`config.mk`:
```
export PLATFORM = sky130hd
export DESIGN_NAME = popcount_stream_accum
export DESIGN_NICKNAME = d
export VERILOG_FILES = /design/src/rtl/popcount_8bit_lut.sv /design/src/rtl/popcount_stream_accum.sv
export SDC_FILE = /design/constraint.sdc
export NUM_CORES = 1
export LEC_CHECK = 0
export CORE_MARGIN = 2
export CORE_UTILIZATION = 56
export CTS_CLUSTER_SIZE = 40
export DETAILED_ROUTE_END_ITERATION = 10
export HOLD_SLACK_MARGIN = 0.06
export PLACE_DENSITY = 0.8
export SKIP_LAST_GASP = 1
export SLEW_MARGIN = 25
export SYNTH_ARGS = -nofsm -noshare
export SYNTH_HDL_FRONTEND = slang
export SYNTH_SLANG_ARGS = --single-unit
```
`constraint.sdc`:
```
create_clock -name clk -period 3.55 [get_ports clk]
set_clock_uncertainty 0.05 [all_clocks]
set_input_delay 0.71 -clock clk [delete_from_list [all_inputs] [get_ports clk]]
set_output_delay 0.71 -clock clk [all_outputs]
set_load 0.02 [all_outputs]
```
`src/rtl/popcount_8bit_lut.sv`:
```
`default_nettype none
// ============================================================================
//  Module   : popcount_8bit_lut
//  Purpose  : Combinational population count of one byte. Each nibble is
//             looked up in a 16-entry table and the two partial counts are
//             added, giving a result in the range 0..8.
//  Ports    : data_i  [7:0]  byte to count
//             count_o [3:0]  number of set bits in data_i
//  Revision : 1.0 - initial release
// ============================================================================
module popcount_8bit_lut (
  input  logic [7:0] data_i,
  output logic [3:0] count_o
);

  function automatic logic [3:0] nibble_count(input logic [3:0] nib);
    logic [3:0] cnt;
    case (nib)
      4'h0: cnt = 4'd0;
      4'h1: cnt = 4'd1;
      4'h2: cnt = 4'd1;
      4'h3: cnt = 4'd2;
      4'h4: cnt = 4'd1;
      4'h5: cnt = 4'd2;
      4'h6: cnt = 4'd2;
      4'h7: cnt = 4'd3;
      4'h8: cnt = 4'd1;
      4'h9: cnt = 4'd2;
      4'hA: cnt = 4'd2;
      4'hB: cnt = 4'd3;
      4'hC: cnt = 4'd2;
      4'hD: cnt = 4'd3;
      4'hE: cnt = 4'd3;
      default: cnt = 4'd4;
    endcase
    return cnt;
  endfunction

  always_comb begin
    count_o = nibble_count(data_i[3:0]) + nibble_count(data_i[7:4]);
  end

endmodule
`default_nettype wire

```
`src/rtl/popcount_stream_accum.sv`:
```
`default_nettype none
// ============================================================================
//  Module   : popcount_stream_accum
//  Purpose  : Streaming popcount accumulator. Bytes framed by in_last are
//             registered (stage A), reduced to a bit count and summed into a
//             saturating frame accumulator. The frame total is delivered
//             through a single result register with valid/ready backpressure.
//  Ports    : clk        clock, rising edge
//             rst        synchronous active-high reset
//             in_valid   in_data/in_last valid
//             in_ready   a byte can be accepted this cycle
//             in_data    [7:0] byte to count
//             in_last    byte ends the frame
//             out_valid  frame result held in the result register
//             out_ready  consumer accepts the result
//             out_sum    [SUM_W-1:0] saturated frame bit count
//             out_sat    saturation occurred in this frame
//  Revision : 1.0 - initial release
// ============================================================================
module popcount_stream_accum #(
  parameter int SUM_W = 16
) (
  input  logic             clk,
  input  logic             rst,
  input  logic             in_valid,
  output logic             in_ready,
  input  logic [7:0]       in_data,
  input  logic             in_last,
  output logic             out_valid,
  input  logic             out_ready,
  output logic [SUM_W-1:0] out_sum,
  output logic             out_sat
);

  localparam logic [SUM_W-1:0] SUM_MAX = {SUM_W{1'b1}};

  // Stage A
  logic             a_valid_q, a_valid_d;
  logic [7:0]       a_data_q,  a_data_d;
  logic             a_last_q,  a_last_d;

  // Frame accumulator
  logic [SUM_W-1:0] acc_q, acc_d;
  logic             sat_q, sat_d;

  // Result register
  logic             out_valid_q, out_valid_d;
  logic [SUM_W-1:0] out_sum_q,   out_sum_d;
  logic             out_sat_q,   out_sat_d;

  logic [3:0]       pc;
  logic [SUM_W:0]   nxt;
  logic             ovf;
  logic [SUM_W-1:0] result;
  logic             a_adv;
  logic             a_fire;

  popcount_8bit_lut u_popcount (
    .data_i  (a_data_q),
    .count_o (pc)
  );

  // Only a last byte needs the result register; it must wait while an
  // unconsumed result is held. Non-last bytes always drain into the
  // accumulator.
  assign a_adv    = !(a_valid_q && a_last_q && out_valid_q && !out_ready);
  assign a_fire   = a_valid_q && a_adv;
  assign in_ready = !rst && (!a_valid_q || a_adv);

  // One extra bit of headroom exposes overflow as the top bit.
  assign nxt    = {1'b0, acc_q} + {{(SUM_W-3){1'b0}}, pc};
  assign ovf    = nxt[SUM_W];
  assign result = ovf ? SUM_MAX : nxt[SUM_W-1:0];

  always_comb begin
    a_valid_d   = a_valid_q;
    a_data_d    = a_data_q;
    a_last_d    = a_last_q;
    acc_d       = acc_q;
    sat_d       = sat_q;
    out_valid_d = out_valid_q && !out_ready;
    out_sum_d   = out_sum_q;
    out_sat_d   = out_sat_q;

    if (in_ready) begin
      a_valid_d = in_valid;
      if (in_valid) begin
        a_data_d = in_data;
        a_last_d = in_last;
      end
    end

    if (a_fire) begin
      if (a_last_q) begin
        // A load in the same cycle as consumption keeps out_valid high.
        out_valid_d = 1'b1;
        out_sum_d   = result;
        out_sat_d   = sat_q | ovf;
        acc_d       = '0;
        sat_d       = 1'b0;
      end else begin
        acc_d = result;
        sat_d = sat_q | ovf;
      end
    end
  end

  always_ff @(posedge clk) begin
    if (rst) begin
      a_valid_q   <= 1'b0;
      a_data_q    <= '0;
      a_last_q    <= 1'b0;
      acc_q       <= '0;
      sat_q       <= 1'b0;
      out_valid_q <= 1'b0;
      out_sum_q   <= '0;
      out_sat_q   <= 1'b0;
    end else begin
      a_valid_q   <= a_valid_d;
      a_data_q    <= a_data_d;
      a_last_q    <= a_last_d;
      acc_q       <= acc_d;
      sat_q       <= sat_d;
      out_valid_q <= out_valid_d;
      out_sum_q   <= out_sum_d;
      out_sat_q   <= out_sat_d;
    end
  end

  assign out_valid = out_valid_q;
  assign out_sum   = out_sum_q;
  assign out_sat   = out_sat_q;

endmodule
`default_nettype wire

```
### Yosys cells after proc, flatten, opt, wreduce, memory -nomap -nowiden

Memory sizes are Yosys's and may differ from the RTL's. A register that Yosys moved wholly into a read port is not among the register bits.
Cells that the tools add are included.

| word-level totals | value |
|---|---|
| bits in registers | 45 |
| latch bits | 0 |
| bits in writable memories | 0 |
| ROM bits | 96 |
| logic and storage cells | 35 |
| memories | 2 |

Memories:

| memory | words | width | rd ports | clocked after memory_dff | write ports | line | text |
|---|---|---|---|---|---|---|---|
| (no name shown) | 16 | 3 | 1 | 1 | 0 | popcount_8bit_lut.sv:18 | `case (nib)` |
| (no name shown) | 16 | 3 | 1 | 1 | 0 | popcount_8bit_lut.sv:18 |  |

| operators by class | value |
|---|---|
| add/subtract/negate cells | 2 |
| $mul | 0 |
| div/mod/pow operators | 0 |
| order comparisons | 0 |
| eq/ne operators | 0 |
| shift-type cells | 0 |
| muxes and demuxes | 9 |
| bitwise gates (word level) | 1 |
| reduce and logical (&&, ||, !) cells | 13 |

Operators by type and width:

| kind | count |
|---|---|
| 16-bit two-way mux | 2 |
| 16-bit by 4-bit adder with 17-bit output | 1 |
| 4-bit two-way mux | 4 |
| 1-bit logical AND | 6 |
| 4-bit adder | 1 |
| 1-bit zero test | 4 |
| 2-bit AND reduction | 2 |
| 1-bit two-way mux | 3 |
| 1-bit logical OR | 1 |
| 1-bit OR | 1 |

### Logic depth before layout (Yosys ltp)

Gate-level depths: netlist of run 1.

| logic depth | value |
|---|---|
| depth in word-level cells | 9 |
| gate-level depth with buffers | 10 |

### Modules after synthesis

From an unflattened synthesis of run 1, not the netlist that was laid out.

| second synthesis, totals | value |
|---|---|
| cell total of the unflattened synthesis | 274 |
| area, all modules | 2517.4 um^2 |

Modules (own cells, without submodules):

| module | times used | cells each | area each (um^2) | seq. area each (um^2) |
|---|---|---|---|---|
| popcount_stream_accum | 1 | 239 | 2222.1 | 900.9 |
| popcount_8bit_lut | 1 | 35 | 295.3 | 0.0 |

### Worst setup path before layout of run 1

Ideal clock, no wire load.

| path | value |
|---|---|
| path kind | reg-to-reg |
| start point | register (tool-made name) |
| end point | register acc_q[8] |
| library setup time | 120 ps |
| arrival | 2419 ps |
| required time | 3380 ps |
| setup slack | 961 ps |
| stages on the path, launching flop included | 10 |
| buffers on the path | 0 |
| clock period less this slack | 2589 ps |
| cell sequence | dfxtp_1 ha_1 fa_1 inv_1 fa_1 and2b_1 o21a_2 nand2b_1 xnor2_1 o31a_1 |

RTL lines:

| item | line | text |
|---|---|---|
| end signal, assigned | popcount_stream_accum.sv:113 | `acc_q <= '0;` |
| end signal, assigned | popcount_stream_accum.sv:122 | `acc_q <= acc_d;` |
| end, declared | popcount_stream_accum.sv:43 | `logic [SUM_W-1:0] acc_q, acc_d;` |

==> impl_metrics.tcl, run 1 <==
set metrics [dict create \
    grt_max_degree 19 \
    syn_nets 337 \
    grt_pass1_wl_um 9639 \
    wirelength_um 5745 \
    yosys.cell_types.count 57 \
    status "complete, no violations" \
    synth_edf_count 0 \
    core-area_um2 4755 \
    cts_tree "done" \
    stdcell_area_um2 3224 \
    ys_async_sr_fraction_pct 0 \
    synth_top_area_share_pct 36.71 \
    r2r_setup_slack_ns 0.56 \
    vias_per_cell 5.677 \
    r2r_end "out_sum[5]" \
    detailed_place_hpwl_um 4285 \
    io_pins 32 \
    worst_slew_pin_slew_ns 0.6248 \
    ctsResizeCount 0 \
    highest_layer "met4" \
    cpMostUsedCell "fa_1" \
    crit_slowest_cell "fa_1" \
    antenna_found_initial 0 \
    cap_violations 0 \
    drt_iter0_drc 220 \
    critPathBufInv 1 \
    finalCritPeriodShare_pct 84.20 \
    ant_nets 0 \
    initial_core_util_pct 58.50 \
    yosys_warnings 0 \
    power_leakage_nw 1.278 \
    fin_nets 367 \
    drt_pre_antenna_iters 4 \
    seq_area_frac_synth_pct 36.71 \
    crit_arrival_ns 3.20 \
    globalplace.congestion 0.8894 \
    insertion_delay_ns 0.31 \
    grt_pass1_vias 2048 \
    crit_type "reg -> reg" \
    whs_ns 0.3928 \
    worstHoldPathCells 2 \
    grt_overflow 0 \
    ctsRootBufferMaster "clkbuf_8" \
    vias 2305 \
    grt_use_total_pct 22.73 \
    port_buffers 31 \
    drc 0 \
    core.rowCount 25 \
    drive_gt1_share_pct 8.555 \
    power-per-cell-area_nw_per_um2 349.0 \
    syn_inst 309 \
    cts_hold_buf 0 \
    cts.htree.levels 2 \
    worstHoldStart "out_sat" \
    setup_viol 0 \
    crit_required_ns 3.76 \
    wl_met1_um 2668 \
    min_period_ns 2.989 \
    ys.flop_type "dfxtp_1" \
    cts_sinks 51 \
    rsz0062_at_grt "no" \
    hold_end "out_sat" \
    hold_viol_final 0 \
    wl_met2_um 2623 \
    cpPeakStageDelay_ns 0.52 \
    areaGrowthSynthToFinish_pct 15.92 \
    synth_top_cell_by_area "dfxtp_1" \
    routed-wl-met3_um 370 \
    routedWlPerCell_um 14.15 \
    path_delay_family "adder cells" \
    synth.most_common_cell "dfxtp_1" \
    path_clk_slew_ns 0.09 \
    max_freq_mhz 334.5 \
    die_h_um 74.48 \
    antennaDiodeCount 0 \
    worstPathCellList "ha_1 > fa_1 > inv_1 > fa_1 > and2b_1 > o21a_2 > nand3_1 > nor2_2 > a221o_1" \
    report.final.slew_viol_count 0 \
    synth_area_leaders "dfxtp_1, ha_1, nand2_1" \
    ir_drop_uv 208.3 \
    cts_setup_buffers 0 \
    syn_avg_cell_area_um2 9.001 \
    ys_ff_latch 51 \
    worstRegToRegCells 9 \
    die_w_um 74.48 \
    netlist_area_um2 2781 \
    placed_cell_area_um2 3137 \
    hold_class "reg -> reg" \
    slew_headroom_pct 58.35 \
    fin_tns_setup_ns 0 \
    synth_common_cells "dfxtp_1, nand2_1, nor2_1, nor3_1, o21ai_0" \
    clk_path_buf_depth 2 \
    cp_max_fo 8 \
    dieArea_um2 5547 \
    cts_buffers 5 \
    end_kind "flop" \
    start_kind "flop" \
]
-- layout by cell type, fill, tap and decap left out, drive strengths merged, types with 7 or more instances in the layout --
master / Yosys / final
a21oi: 15 / 15
buf: 11 / 7
clkdlybuf4s50: 0 / 31
dfxtp: 51 / 51
ha: 13 / 13
inv: 14 / 14
nand2: 31 / 31
nand3: 8 / 8
nor2: 18 / 18
nor2b: 8 / 8
nor3: 19 / 19
o21ai: 18 / 18
xnor2: 10 / 10
-- stage by stage --
step                      total power [mW]  setup slack (ns)  utilization, %  instances
final                                1.125            0.5609           67.82        406
after global routing                 1.172            0.3621           67.82        406
after CTS                            1.126            0.5672           67.82        406
after detailed placement            0.7888            0.3536           65.97        399
after global placement              0.7827            0.4720           65.97        399
after floorplan                     0.7406            0.9613               -        309
-- area by class of cell --
type                    instances  area (µm²)
well taps                      67       83.83
clock inverters                 1       5.005
fillers                       422        1530
multi-input cells             229        1617
clock buffers                   6       82.58
inverters                      14       52.55
repair buffers                 38       362.8
flip-flops and latches         51        1021
-- tightest hold or removal path: stages (launching register included) --
cell and delay, ns:
dfxtp_1 0.32, nand2_1 0.05, nand2_1 0.04
-- layer usage --
layer | up-vias | track usage (%)
li1 | 1166 | -
met1 | 1052 | 31.63
met2 | 77 | 35.20
met3 | 10 | 5.014
met4 | 0 | 7.341
met5 | - | 0
-- how the worst max path moves through the flow --
stage                     startpoint     endpoint  slack [ns]  cells past startpoint
after floorplan                 flop     acc_q[8]        0.96                      9
after global placement     out_ready         flop        0.47                      8
final                           flop   out_sum[5]        0.56                      9
after CTS                       flop   out_sum[5]        0.57                      9
after global routing            flop  out_sum[10]        0.36                      9
after detailed placement   out_ready         flop        0.35                      8
-- logic make-up after synthesis --
group | share of synthesized area [%]
adder cells (fa/ha/maj) | 7.288
multiplexers | 3.959
AND/OR/NAND/NOR | 22.94
AO/OA/AOI/OAI | 19.52
XOR/XNOR | 4.408
flip-flops | 36.71
buffers and inverters | 5.173
-- power by group --
group	switching [mW]	leakage, nW	total, mW	internal (mW)
registers	0.0142	0.414	0.608	0.594
logic	0.0895	0.817	0.168	0.0783
clock network	0.196	0.0470	0.349	0.154
Note: power is estimated with default switching activity, not from simulation.
==> inputs of run 2 (changes only) <==
--- a/config.mk
+++ b/config.mk
@@ -6,11 +6,11 @@
 export NUM_CORES = 1
 export LEC_CHECK = 0
 export CORE_MARGIN = 2
-export CORE_UTILIZATION = 56
+export CORE_UTILIZATION = 50
 export CTS_CLUSTER_SIZE = 40
 export DETAILED_ROUTE_END_ITERATION = 10
 export HOLD_SLACK_MARGIN = 0.06
-export PLACE_DENSITY = 0.8
+export PLACE_DENSITY = 0.75
 export SKIP_LAST_GASP = 1
 export SLEW_MARGIN = 25
 export SYNTH_ARGS = -nofsm -noshare
==> constraint.sdc (replaced) <==
create_clock -name clk -period 2.5 [get_ports clk]
set_clock_uncertainty 0.05 [all_clocks]
set_input_delay 0.5 -clock clk [delete_from_list [all_inputs] [get_ports clk]]
set_output_delay 0.5 -clock clk [all_outputs]
set_load 0.02 [all_outputs]
==> run 2 against run 1 <==
Against the previous run: the run now ends with negative setup slack left; worst setup slack got worse by 0.67 ns; sequential cell count stayed put; die area rose by 11%; routed wire length increased by 27%; non-clock buffer count increased by 36; clock power rose by 51%; critical path depth is 1 higher; combinational power up 110%; sequential share of layout area is 5.3 points lower; worst hold slack worse by 0.0031 ns; sequential power grew 44%; maximum frequency grew 15%; largest power group unchanged.
==> impl_metrics.tcl, run 2 (synthesis results as in run 1) <==
set metrics [dict create \
    setup_slack_ns -0.1050 \
    antennaDiodeCount 0 \
    cts_tree "done" \
    power_leakage_nw 1.582 \
    antenna_found_initial 0 \
    worstPathCellList "ha_4 > fa_2 > xor2_1 > ha_1 > and2b_2 > o21ai_4 > buf_4 > nor2_4 > xor2_1 > a221o_1" \
    start_kind "flop" \
    ir_drop_uv 304.8 \
    final_util_pct 71.59 \
    highest_layer "met4" \
    routed-wl-met3_um 466 \
    report.final.slew_viol_count 0 \
    worstHoldPathCells 2 \
    drt_iter0_drc 242 \
    grt_pass1_vias 2452 \
    die_h_um 78.59 \
    grt_pass1_wl_um 11230 \
    rsz0062_at_grt "yes" \
    vias_per_cell 5.791 \
    areaGrowthSynthToFinish_pct 39.99 \
    final_common_cell "dfxtp_1" \
    cts_hold_buf 0 \
    cpMostUsedCell "xor2_1" \
    grt_overflow 0 \
    ctsRootBufferMaster "clkbuf_8" \
    finalCritPeriodShare_pct 104.2 \
    end_kind "flop" \
    hold_viol_final 0 \
    path_clk_slew_ns 0.09 \
    routedWlPerCell_um 16.27 \
    total_power_mw 1.748 \
    worstRegToRegCells 10 \
    grt_max_degree 26 \
    cp_max_fo 5 \
    cts_sinks 51 \
    dieArea_um2 6176 \
    cts.htree.levels 2 \
    setup_viol 20 \
    vias 2600 \
    drc 0 \
    final_cell_mix "dfxtp_1, buf_4, nand2_1, clkdlybuf4s50_1, nor2_1" \
    io_pins 32 \
    die_w_um 78.59 \
    ant_nets 0 \
    status "complete, but fails checks" \
    drive_gt1_share_pct 29.71 \
    port_buffers 31 \
    finalNonFillerCells 449 \
    globalplace.congestion 0.9017 \
    wl_met2_um 3604 \
    slew_headroom_pct 53.72 \
    crit_required_ns 2.66 \
    fin_tns_setup_ns -1.039 \
    min_period_ns 2.605 \
    worst_slew_pin_slew_ns 0.6928 \
    fin_nets 404 \
    crit_slowest_cell "dfxtp_2" \
    core.rowCount 27 \
    grt_use_total_pct 22.92 \
    drt_pre_antenna_iters 4 \
    path_delay_family "adder cells" \
    cpPeakStageDelay_ns 0.34 \
    crit_arrival_ns 2.76 \
    insertion_delay_ns 0.32 \
    initial_core_util_pct 51.14 \
    power-per-cell-area_nw_per_um2 448.9 \
    wl_met1_um 2932 \
    post-place-cells 431 \
    cts_buffers 5 \
    violations "negative setup slack" \
    core-area_um2 5439 \
    cap_violations 0 \
    hold_class "reg -> reg" \
    crit_type "reg -> reg" \
    critPathBufInv 1 \
    max_freq_mhz 383.9 \
    wirelength_um 7305 \
    path_depth 10 \
    detailed_place_hpwl_um 4586 \
    clk_path_buf_depth 2 \
]
-- run 2: cell types whose count changed in the layout (fill, tap and decap cells not counted), moves of 5 or more --
cell,delta
buf_4,+27
o21ai_0,-8
o21ai_1,+7
buf_6,+5
-- run 2: cell type report --
| type | count | area [µm²] |
|---|---|---|
| multi-input cells | 230 | 1929 |
| fillers | 391 | 1545 |
| flip-flops and latches | 51 | 1026 |
| repair buffers | 74 | 695.7 |
| clock buffers | 8 | 100.1 |
| well taps | 72 | 90.09 |
| inverters | 14 | 52.55 |
-- run 2: power by group --
part           internal, mW  leakage (nW)  switching [mW]
Combinational         0.183          1.11           0.166
Clock                 0.253        0.0515           0.273
Sequential            0.846         0.415          0.0273
-- run 2: final timing paths --
kind | startpoint | end | slack [ns]
hold / removal | out_sat | out_sat | 0.39
setup reg to reg | flop | out_sum[10] | -0.11
setup / recovery | flop | out_sum[10] | -0.11
hold reg to reg | out_sat | out_sat | 0.39
-- run 2: timing repair --
| action | CTS | global route |
|---|---|---|
| buffers inserted | 5 | 4 |
| setup endpoints to repair | 29 | 35 |
| pin swaps | 20 | 16 |
| gates cloned | 1 | 0 |
| endpoints found under the hold margin | 0 | 0 |
| resized for setup | 32 | 37 |
-- run 2: stage by stage --
step | worst slack [ns] | instance area (µm²) | hold WS (ns)
after floorplan | 0.01050 | 2804 | 0.3816
final | -0.1050 | 3894 | 0.3897
after global routing | -0.1611 | 3894 | 0.4169
after detailed placement | -0.2641 | 3403 | 0.3807
after global placement | -0.1581 | 3403 | 0.3743
after CTS | -0.08357 | 3677 | 0.3930
-- run 2: worst register-to-register path: cells and delay by family, from the launching register on --
kind,cells,cell delay (ns)
DFF,1,0.34
xor gates and xnor gates,2,0.30
AOI/OAI and AO/OA,2,0.55
and+or+nand+nor,2,0.29
adders and majority gates,3,0.80
buffers and inverters,1,0.18
-- run 2: metal layers --
| layer | vias up | GRT usage [%] |
|---|---|---|
| met2 | 107 | 39.23 |
| met1 | 1222 | 27.41 |
| met3 | 31 | 5.172 |
| li1 | 1240 | - |
| met4 | 0 | 10.00 |
| met5 | - | 0 |
==> inputs of run 3 (changes only) <==
--- a/config.mk
+++ b/config.mk
@@ -5,7 +5,6 @@
 export SDC_FILE = /design/constraint.sdc
 export NUM_CORES = 1
 export LEC_CHECK = 0
-export CORE_MARGIN = 2
 export CORE_UTILIZATION = 50
 export CTS_CLUSTER_SIZE = 40
 export DETAILED_ROUTE_END_ITERATION = 10
==> run 3 against run 2 <==
Against the previous run: the flow still finishes with violations (negative setup slack); routed wire length is 1.3% lower; worst setup slack worse by 0.099 ns; sequential power is 0.8% lower; critical endpoint is now out_sum[13]; highest routed layer unchanged.
==> impl_metrics.tcl, run 3 (synthesis results as in run 1) <==
set metrics [dict create \
    cts.htree.levels 2 \
    vias_per_cell 5.689 \
    hold_end "out_sat" \
    start_kind "flop" \
    grt_use_total_pct 23.51 \
    worst_slew_pin_slew_ns 0.7057 \
    cp_max_fo 4 \
    fin_nets 404 \
    areaGrowthSynthToFinish_pct 39.32 \
    grt_max_degree 22 \
    antennaDiodeCount 0 \
    die_h_um 76.59 \
    post-place-cells 433 \
    crit_arrival_ns 2.87 \
    initial_core_util_pct 53.11 \
    core-area_um2 5238 \
    path_clk_slew_ns 0.09 \
    stdcell_area_um2 3875 \
    ctsRootBufferMaster "clkbuf_8" \
    cts_sinks 51 \
    worstHoldStart "out_sat" \
    crit_type "reg -> reg" \
    worstRegToRegCells 11 \
    end_kind "flop" \
    hold_class "reg -> reg" \
    ant_nets 0 \
    routedWlPerCell_um 16.14 \
    final_common_cell "dfxtp_1" \
    vias 2543 \
    placed_cell_area_um2 3431 \
    r2r_setup_slack_ns -0.20 \
    clk_path_buf_depth 2 \
    io_pins 32 \
    slew_headroom_pct 52.85 \
    final_cell_mix "dfxtp_1, buf_4, nand2_1, clkdlybuf4s50_1, nor2_1" \
    detailed_place_hpwl_um 4649 \
    finalCritPeriodShare_pct 108.2 \
    r2r_end "out_sum[13]" \
    violations "negative setup slack" \
    drive_gt1_share_pct 26.79 \
    grt_pass1_wl_um 10920 \
    drt_iter0_drc 189 \
    met1_usage_pct 29.20 \
    port_buffers 31 \
    crit_required_ns 2.67 \
    min_period_ns 2.704 \
    globalplace.congestion 0.9322 \
    grt_pass1_vias 2331 \
    ir_drop_uv 470.7 \
    antenna_found_initial 0 \
    cap_violations 0 \
    status "complete, but fails checks" \
    cts_hold_buf 0 \
    fillers 360 \
    total_power_mw 1.779 \
    busiest_layer "met2" \
    insertion_delay_ns 0.31 \
    use_met3_pct 4.431 \
    grt_overflow 0 \
    finalNonFillerCells 447 \
    power_leakage_nw 1.557 \
    layout.area.seq_um2 1025 \
    cts_tree "done" \
    core.rowCount 26 \
    drt_pre_antenna_iters 4 \
    setup_slack_ns -0.2039 \
    power-per-cell-area_nw_per_um2 459.2 \
    hold_viol_final 0 \
    max_freq_mhz 369.8 \
    multi_input_area_um2 1873 \
    rsz0062_at_grt "yes" \
    cts_buffers 5 \
    dieArea_um2 5865 \
    gr-usage-met2_pct 40.27 \
    drc 0 \
    wirelength_um 7213 \
    worstHoldPathCells 2 \
    report.final.slew_viol_count 0 \
    setup_viol 32 \
    die_w_um 76.59 \
]
==> run 3: cell count changes in the layout (fill, tap and decap cells not counted), sizes merged <==
cell	delta
clkbuf	-2
a2bb2oi	-1
buf	+1
bufinv	+1
clkinv	+1
==> run 3: metrics by stage <==
stage               TNS, ns  hold WS (ns)  worst slack [ns]  util, %
floorplan                 0        0.3816           0.01050        -
global placement     -1.782        0.3780           -0.1900    65.50
detailed placement   -2.777        0.3798           -0.2543    65.50
CTS                  -1.240        0.3911           -0.1093    70.02
global route         -6.006        0.4126           -0.2732    73.98
finish               -3.537        0.3878           -0.2039    73.98
==> run 3: repair_timing <==
| item | CTS | global route |
|---|---|---|
| pin swaps | 10 | 14 |
| endpoints found under the setup margin | 33 | 36 |
| buffers inserted | 1 | 6 |
| resized for setup | 22 | 30 |
==> run 3: area by class of cell <==
| class | instances | share of cell area [%] |
|---|---|---|
| tap | 70 | 2.260 |
| sequential | 51 | 26.44 |
| clock inverter | 2 | 0.9041 |
| timing repair buffer | 75 | 18.57 |
| clock buffer | 6 | 2.131 |
| multi-input combinational | 229 | 48.34 |
| inverter | 14 | 1.356 |
==> run 3: power breakdown <==
| group | internal, mW | total [mW] | leakage, nW | switching [mW] |
|---|---|---|---|---|
| clock network | 0.324 | 0.597 | 0.0612 | 0.273 |
| logic | 0.161 | 0.316 | 1.08 | 0.155 |
| registers | 0.845 | 0.866 | 0.415 | 0.0209 |
==> run 3: worst max-delay path: stages (launching register included) <==
cell,delay (ns)
dfxtp_2,0.34
ha_1,0.29
a21o_1,0.19
a21o_1,0.20
ha_4,0.23
a21oi_1,0.28
a2bb2oi_4,0.25
buf_4,0.18
buf_4,0.11
nor3_1,0.05
o31a_1,0.30
a21o_1,0.15
==> run 3: how the worst max path moves through the flow <==
stage               from           to  slack, ns  depth (start not counted)
2_1_floorplan       flop     acc_q[8]       0.01                          9
3_3_place_gp   out_ready         flop      -0.19                          9
5_1_grt             flop  out_sum[13]      -0.27                         11
4_1_cts             flop  out_sum[11]      -0.11                         10
6_report            flop  out_sum[13]      -0.20                         11
3_5_place_dp   out_ready         flop      -0.25                          9
==> run 3: metal layers <==
metal,wire length [µm],vias up
li1,-,1240
met3,388,22
met5,0,-
met4,206,0
met2,3583,94
met1,3035,1187
